### src/rtl/ex_stage.sv
// ex_stage: MIPS execute stage with forwarding muxes, ALU decode, iterative signed multiplier and EX/MEM register.
module ex_stage (
    input  logic        clk,
    input  logic        reset,
    input  logic [1:0]  WB_in,
    input  logic [1:0]  M_in,
    input  logic        ALUSrc,
    input  logic [1:0]  ALUOp,
    input  logic        RegDst,
    input  logic [31:0] RDdata1,
    input  logic [31:0] RDdata2,
    input  logic [31:0] sign_extended,
    input  logic [4:0]  Inst_20_to_16,
    input  logic [4:0]  Inst_15_to_11,
    input  logic [5:0]  Inst_5_to_0,
    input  logic [1:0]  ForwardA,
    input  logic [1:0]  ForwardB,
    input  logic [31:0] MEM_WB_data,
    input  logic        flush,
    output logic        busy,
    output logic [1:0]  WB_out,
    output logic [1:0]  M_out,
    output logic [31:0] ALU_result_out,
    output logic [31:0] Store_data_out,
    output logic [4:0]  WriteReg_out,
    output logic        Zero_out
);
    typedef enum logic {IDLE, MUL} state_t;
    state_t state, state_next;
    logic [31:0] op_a, fwd_b, op_b, result, hi, lo, mcand, mplier;
    logic [63:0] acc, acc_sum, product;
    logic [4:0]  count;
    logic        sign, is_mult, start, last, bubble;

    always_comb begin
        op_a    = ForwardA == 2'b10 ? ALU_result_out : ForwardA == 2'b01 ? MEM_WB_data : RDdata1;
        fwd_b   = ForwardB == 2'b10 ? ALU_result_out : ForwardB == 2'b01 ? MEM_WB_data : RDdata2;
        op_b    = ALUSrc ? sign_extended : fwd_b;
        is_mult = ALUOp == 2'b10 && Inst_5_to_0 == 6'h18;
        start   = is_mult && !flush;
        last    = count == 5'd31;
        acc_sum = acc + (mplier[count] ? ({32'b0, mcand} << count) : 64'b0);
        product = sign ? -acc_sum : acc_sum;
        busy    = reset && ((state == IDLE && start) || (state == MUL && !last));
        bubble  = flush || busy || is_mult;
    end

    always_comb begin
        result = '0;
        case (ALUOp)
            2'b00: result = op_a + op_b;
            2'b01: result = op_a - op_b;
            2'b11: result = op_a | op_b;
            default:
                case (Inst_5_to_0)
                    6'h20: result = op_a + op_b;
                    6'h22: result = op_a - op_b;
                    6'h24: result = op_a & op_b;
                    6'h25: result = op_a | op_b;
                    6'h2A: result = {31'b0, $signed(op_a) < $signed(op_b)};
                    6'h10: result = hi;
                    6'h12: result = lo;
                    default: result = '0;
                endcase
        endcase
    end

    always_comb begin
        state_next = state;
        if (state == IDLE && start)
            state_next = MUL;
        else if (state == MUL && last)
            state_next = IDLE;
    end

    always_ff @(posedge clk) begin
        if (!reset)
            state <= IDLE;
        else
            state <= state_next;
    end

    // Operands are captured at start so forwarding changes mid-multiply are harmless.
    always_ff @(posedge clk) begin
        if (!reset) begin
            count <= '0;
            acc   <= '0;
            hi    <= '0;
            lo    <= '0;
        end else if (state == IDLE && start) begin
            mcand  <= op_a[31] ? -op_a : op_a;
            mplier <= fwd_b[31] ? -fwd_b : fwd_b;
            sign   <= op_a[31] ^ fwd_b[31];
            acc    <= '0;
            count  <= '0;
        end else if (state == MUL) begin
            acc   <= acc_sum;
            count <= count + 5'd1;
            if (last)
                {hi, lo} <= product;
        end
    end

    always_ff @(posedge clk) begin
        if (!reset) begin
            WB_out         <= '0;
            M_out          <= '0;
            ALU_result_out <= '0;
            Store_data_out <= '0;
            WriteReg_out   <= '0;
            Zero_out       <= 1'b0;
        end else begin
            WB_out         <= bubble ? 2'b00 : WB_in;
            M_out          <= bubble ? 2'b00 : M_in;
            ALU_result_out <= result;
            Store_data_out <= fwd_b;
            WriteReg_out   <= RegDst ? Inst_15_to_11 : Inst_20_to_16;
            Zero_out       <= result == 32'b0;
        end
    end
endmodule

### config.mk
export PLATFORM = sky130hd
export DESIGN_NAME = ex_stage
export DESIGN_NICKNAME = d
export VERILOG_FILES = /design/src/rtl/ex_stage.sv
export SDC_FILE = /design/constraint.sdc
export NUM_CORES = 1
export LEC_CHECK = 0
export CAP_MARGIN = 25
export CORE_MARGIN = 1.5
export CORE_UTILIZATION = 50
export DETAILED_ROUTE_END_ITERATION = 16
export PLACE_DENSITY_LB_ADDON = 0.08
export REMOVE_ABC_BUFFERS = 1
export SYNTH_ARGS = -nofsm -noshare
export SYNTH_HDL_FRONTEND = slang
export SYNTH_SLANG_ARGS = --single-unit
export TNS_END_PERCENT = 1
### constraint.sdc
create_clock -name clk -period 14.2 [get_ports clk]
set_input_delay 2.13 -clock clk [delete_from_list [all_inputs] [get_ports clk]]
set_output_delay 2.13 -clock clk [all_outputs]
set_load 0.05 [all_outputs]
# [Yosys cells after proc, flatten, opt, wreduce, memory -nomap -nowiden]
# Cells that the tools add are included.
[classes] n_addsub=7 order_cmp=2 eq_ne=16 n_shift=1 mux=16 n_bitwise=6 n_reduce_logical=18
[op_table] cell="$pmux 32 s7" count=1
[op_table] cell="$mux 32" count=5
[op_table] cell="$mux 64" count=2
[op_table] cell="$pmux 32 s3" count=1
[op_table] cell="$add 64x64->64" count=1
[op_table] cell="$neg 32->32" count=2
[op_table] cell="$neg 64->64" count=1
[op_table] cell="$shl 32x5->64" count=1
[op_table] cell="$mux 31" count=2
[op_table] cell="$add 32x32->32" count=1
[op_table] cell="$and 32x32->32" count=1
[op_table] cell="$logic_not 32->1" count=1
[op_table] cell="$lt 32x32->1" count=1
[op_table] cell="$or 32x32->32" count=1
[op_table] cell="$sub 32x32->32" count=1
[op_table] cell="$eq 6x6->1 const B" count=5
[op_table] cell="$eq 6x5->1 const B" count=3
[op_table] cell="$eq 2x2->1 const B" count=4
[op_table] cell="$eq 2x1->1 const B" count=3
[op_table] cell="$logic_and 1x1->1" count=6
[op_table] cell="$lt 5x6->1 const B" count=1
[op_table] cell="$add 5x1->5 const B" count=1
[op_table] cell="$bmux 1 s5" count=1
[op_table] cell="$eq 5x5->1 const B" count=1
[op_table] cell="11 further kinds" count=19
[totals] reg_bits=273 inputBits=159 output_inout_bits=75 wordCells=82

# [Longest topological paths before layout]
[depth] ltp_word=9 mapped_depth=26 mapped_depth_nobuf=22

# [Worst setup path after synthesis]
# No wires, ideal clock.
[synth_timing] path_kind="in2reg" from="input ALUOp[0]" to="register mcand[0] (enable)" setup_time_ns=0.655 t_arrival_ns=8.924 required_ns=13.545 slack_ns=4.620 path_stages=5 path_buffers=1 path_cell_list="clkbuf_1 nand2b_1 nor3_1 nand3b_1 nor4_1"
[synth_via] elab_chain_len=5
[synth_lines] element="start: declaration" line_no="8" source="input logic [1:0] ALUOp,"
[synth_lines] element="$eq 2x2->1" line_no="39" source="is_mult = ALUOp == 2'b10 && Inst_5_to_0 == 6'h18;"
[synth_lines] element="$logic_and 1x1->1" line_no="39"
[synth_lines] element="$logic_and 1x1->1" line_no="40" source="start = is_mult && !flush;"
[synth_lines] element="$logic_and 1x1->1" line_no="90" source="end else if (state == IDLE && start) begin"
[synth_lines] element="$reduce_and 2->1 (no source line)"
[synth_lines] element="end signal: assignment" line_no="91" source="mcand <= op_a[31] ? -op_a : op_a;"
[synth_lines] element="end: declaration" line_no="30" source="logic [31:0] op_a, fwd_b, op_b, result, hi, lo, mcand, mplier;"
# No other way between the ends.
# A chain may end at the register's enable or synchronous reset.

# [Final worst setup path]
[layout_timing] from="input ForwardB[0]" to="register Zero_out"
[layout_via] elab_chain_len=8 word_cells_on_any_way=13 classes_between="add/sub: 2; order compare: 1; eq/ne: 2; mux: 5; bitwise: 2; reduce/logical: 1"
[layout_lines] element="start: declaration" line_no="17" source="input logic [1:0] ForwardB,"
[layout_lines] element="$eq 2x1->1" line_no="37" source="fwd_b = ForwardB == 2'b10 ? ALU_result_out : ForwardB == 2'b01 ? MEM_WB_data : RDdata2;"
[layout_lines] element="$mux 32" line_no="37"
[layout_lines] element="$mux 32 *" line_no="37"
[layout_lines] element="$mux 32 *" line_no="38" source="op_b = ALUSrc ? sign_extended : fwd_b;"
[layout_lines] element="$sub 32x32->32 (tied with other cells)" line_no="52, 57"
[layout_lines] element="$pmux 32 s7" line_no="55" source="case (Inst_5_to_0)"
[layout_lines] element="$pmux 32 s3 *" line_no="50" source="case (ALUOp)"
[layout_lines] element="$logic_not 32->1 *" line_no="118" source="Zero_out <= result == 32'b0;"
[layout_lines] element="end signal: assignment" line_no="111" source="Zero_out <= 1'b0;"
[layout_lines] element="end signal: assignment" line_no="118"
[layout_lines] element="end: declaration" line_no="26" source="output logic Zero_out"
# Every way passes the cells marked *; elsewhere a longest branch is shown, timed or not.

==> results.tsv <==
metric	value	unit
Cell Area, Synth	0.0271	mm^2
worst setup path end	Zero_out	
Final Wtd Congestion	1.06	
final worst-path cycle share	58.1	%
Final WS setup	5.95	ns
RSZ-0062 raised after global routing	false	
most frequent cells in the layout	nor2_1 (364), nand2_1 (298), a21oi_1 (257)	
CTS root buffer	clkbuf_16	
DPL Wire Length	88800	um
most common cell after layout, fill and taps aside	nor2_1	
Area Growth Syn to Fin	15.1	%
CTS Hold Bufs	0	
largest net degree at the start of global routing	70	
DR iter-0 viols	3081	
die extent in x	236	um
GRT overflow	0	
Worst Setup End Kind	flip-flop	
Die H	236	um
mux cell area share after synthesis	12.1	%
Post-synth EDFFs	65	
post-place setup slack	5.74	ns
Routed WL	113000	um
Synth Instances	3440	
Post-Syn Area per Cell	7.88	um^2
Worst-Skew Late Latency	0.58	ns
Logic pwr share	34.4	%
Synth Area in Compound Gates	25.5	%
vias in the first global route	27093	
fin crit period	8.25	ns
Max stage delay cell, worst path	o21ai_0	
IO Count	234	
Via density	6.67	
clock share of power	35.1	%
status	finished, final reports clean	
clock-pin transition on the worst setup and hold timing paths	0.06	ns
CP startpoint	ForwardB[0]	
Clock Sink Count	273	
max cap viols	0	
Final Hold Viols	0	
antenna violations before repair	4	
critical path type	in2reg	
# diodes	0	
core area	0.0537	mm^2
IO Port Bufs	233	
fraction of layout cells with a size suffix above 1	8.34	%
Die Area	0.0556	mm^2
sw power	1.02	mW
worst path cell trace	clkbuf_2 -> buf_4 -> inv_1 -> o21ai_0 -> o21ai_0 -> ha_1 -> fa_1 -> o21bai_1 -> a21oi_1 -> o211ai_1 -> a221oi_1 -> o211ai_1 -> o211ai_1 -> a211oi_1 -> o21ai_0 -> and3_1 -> or4b_1 -> nor4_1 -> and4_1	
htree depth	2	
Seq pwr share	30.6	%
row cnt	85	
# setup viols final	0	
post-CTS sizing	0	
largest family of logic cells by synthesized area	compound AO/OA/AOI/OAI gates	
leakage power	12.2	nW
Vias	28496	
Crit path required time	14.70	ns
critical path arrival	8.74	ns
Longest Clk Path Bufs	3	
Post-Synth Simple-Gate Area	20.2	%
f_max	121	MHz
pwr/cell area	88.9	mW/mm^2
post-synthesis adder-cell area fraction	8.57	%
Initial Util	50.5	%
nets	3891	
Fin Setup TNS	0	ns
max incr delay on CP	0.63	ns
Register-to-Register Path Depth	21	
CTS tree	yes	
worst slew pin tran	1.09	ns
TritonCTS Buffers	35	
register area share after synthesis	22.6	%
Pre-antenna DRT Iters	6	
Netlist cell types	110	
critical-path maximum fanout	39	
DRC viols	0	
XOR/XNOR Fraction of Synth Area	5.98	%
Internal Dissipation	1.75	mW
reg2reg end	hi[31]	
post-CTS setup buffer count	0	
worst reg2reg startpoint	count[0]	
Slew headroom	27.2	%
Antenna Violating Nets Remaining	0	
max-slew violations	0	
first-pass GRT wire length	167000	um
Min-Delay Path Depth	2	
Worst setup SP type	primary input	
WL per Instance	26.6	um
Main synth FF type	dfxtp_1	
asr flop ratio synth	0	%
clock skew	0.0280	ns
Sw Ratio	36.9	%
yosys warns	0	
Hold Crit Class	reg2reg	
r2r setup slk	6.01	ns
Yosys reg bits	273	
GRT Overall Usage	39.2	%
Max VDD drop	0.0798	mV
worst max-delay path, delay by kind of cell:
family / cells / cell delay, ns
simple gates: 4 / 1.51
buf+inv: 3 / 1.01
compound gates: 10 / 3.26
fa+ha+maj: 2 / 0.79
worst min-delay path by stage:
stage | from | endpoint | slack (ns)
2_1_floorplan | hi[11] | hi[11] | 0.42
3_3_place_gp | hi[29] | hi[29] | 0.44
3_5_place_dp | lo[27] | lo[27] | 0.45
4_1_cts | hi[21] | hi[21] | 0.46
5_1_grt | hi[18] | hi[18] | 0.48
6_report | hi[21] | hi[21] | 0.45
cells by family after synthesis:
family | after synthesis
adder cells (fa/ha/maj) | 184
XOR/XNOR | 185
multiplexers | 280
buffers and inverters | 353
AND/OR/NAND/NOR | 1132
AO/OA/AOI/OAI | 1033
flip-flops | 273
sequential cells by signal (all words and copies together) (netlist names):
register	flops
ALU_result_out	32
M_out	2
Store_data_out	32
WB_out	2
WriteReg_out	5
Zero_out	1
acc	64
count	5
hi	32
lo	32
mcand	32
mplier	32
sign	1
state	1
synthesized netlist by cell type (all sizes together) (50+ instances only):
| cell | instances | share of area [%] |
|---|---|---|
| a21oi | 266 | 5.0 |
| clkbuf | 151 | 2.1 |
| nand3 | 53 | 1.0 |
| mux2 | 56 | 2.3 |
| nor2 | 365 | 5.1 |
| buf | 68 | 1.2 |
| a21o | 54 | 1.5 |
| nor2b | 60 | 1.4 |
| xor2 | 76 | 2.5 |
| xnor2 | 109 | 3.5 |
| and2 | 57 | 1.3 |
| nor3 | 72 | 1.4 |
| dfxtp | 208 | 15 |
| a211oi | 74 | 2.1 |
| o21ai | 262 | 4.8 |
| edfxtp | 65 | 7.2 |
| inv | 133 | 1.8 |
| mux2i | 191 | 7.1 |
| nand4 | 50 | 1.2 |
| nand2 | 298 | 4.1 |
| ha | 181 | 8.4 |
final cells by class:
type / instances / area [um^2]
multi-input cells: 2814 / 19700
fillers: 4875 / 22500
repair buffers: 290 / 2770
clock buffers: 47 / 982
clock inverters: 17 / 245
flip-flops and latches: 273 / 6120
inverters: 134 / 503
well taps: 696 / 871
power groups by stage:
stage	clock network (mW)	logic [mW]	registers, mW
final	0.972	0.953	0.848
after global routing	1.01	1.01	0.850
after CTS	0.977	0.934	0.848
after detailed placement	0	0.928	0.865
after global placement	0	0.921	0.864
after floorplan	0	0.506	0.943
routing by layer:
metal | vias to the layer above | part of all wire, % | GRT usage, %
met2 | 1556 | 45 | 61.5
met5 | - | 0.0079 | 0
met4 | 2 | 5.0 | 18.8
met3 | 271 | 9.2 | 8.10
li1 | 12896 | - | -
met1 | 13771 | 41 | 51.4
stage by stage:
step	power (mW)	hold WS (ns)	area [um^2]	util [%]	instances
after floorplan	1.45	0.424	26200	-	3221
after global placement	1.79	0.442	29900	55.7	4205
after detailed placement	1.79	0.447	29900	55.8	4206
after CTS	2.76	0.457	31200	58.0	4270
after global routing	2.87	0.484	31200	58.1	4271
final	2.77	0.453	31200	58.1	4271
(Power assumes the default switching activity.)
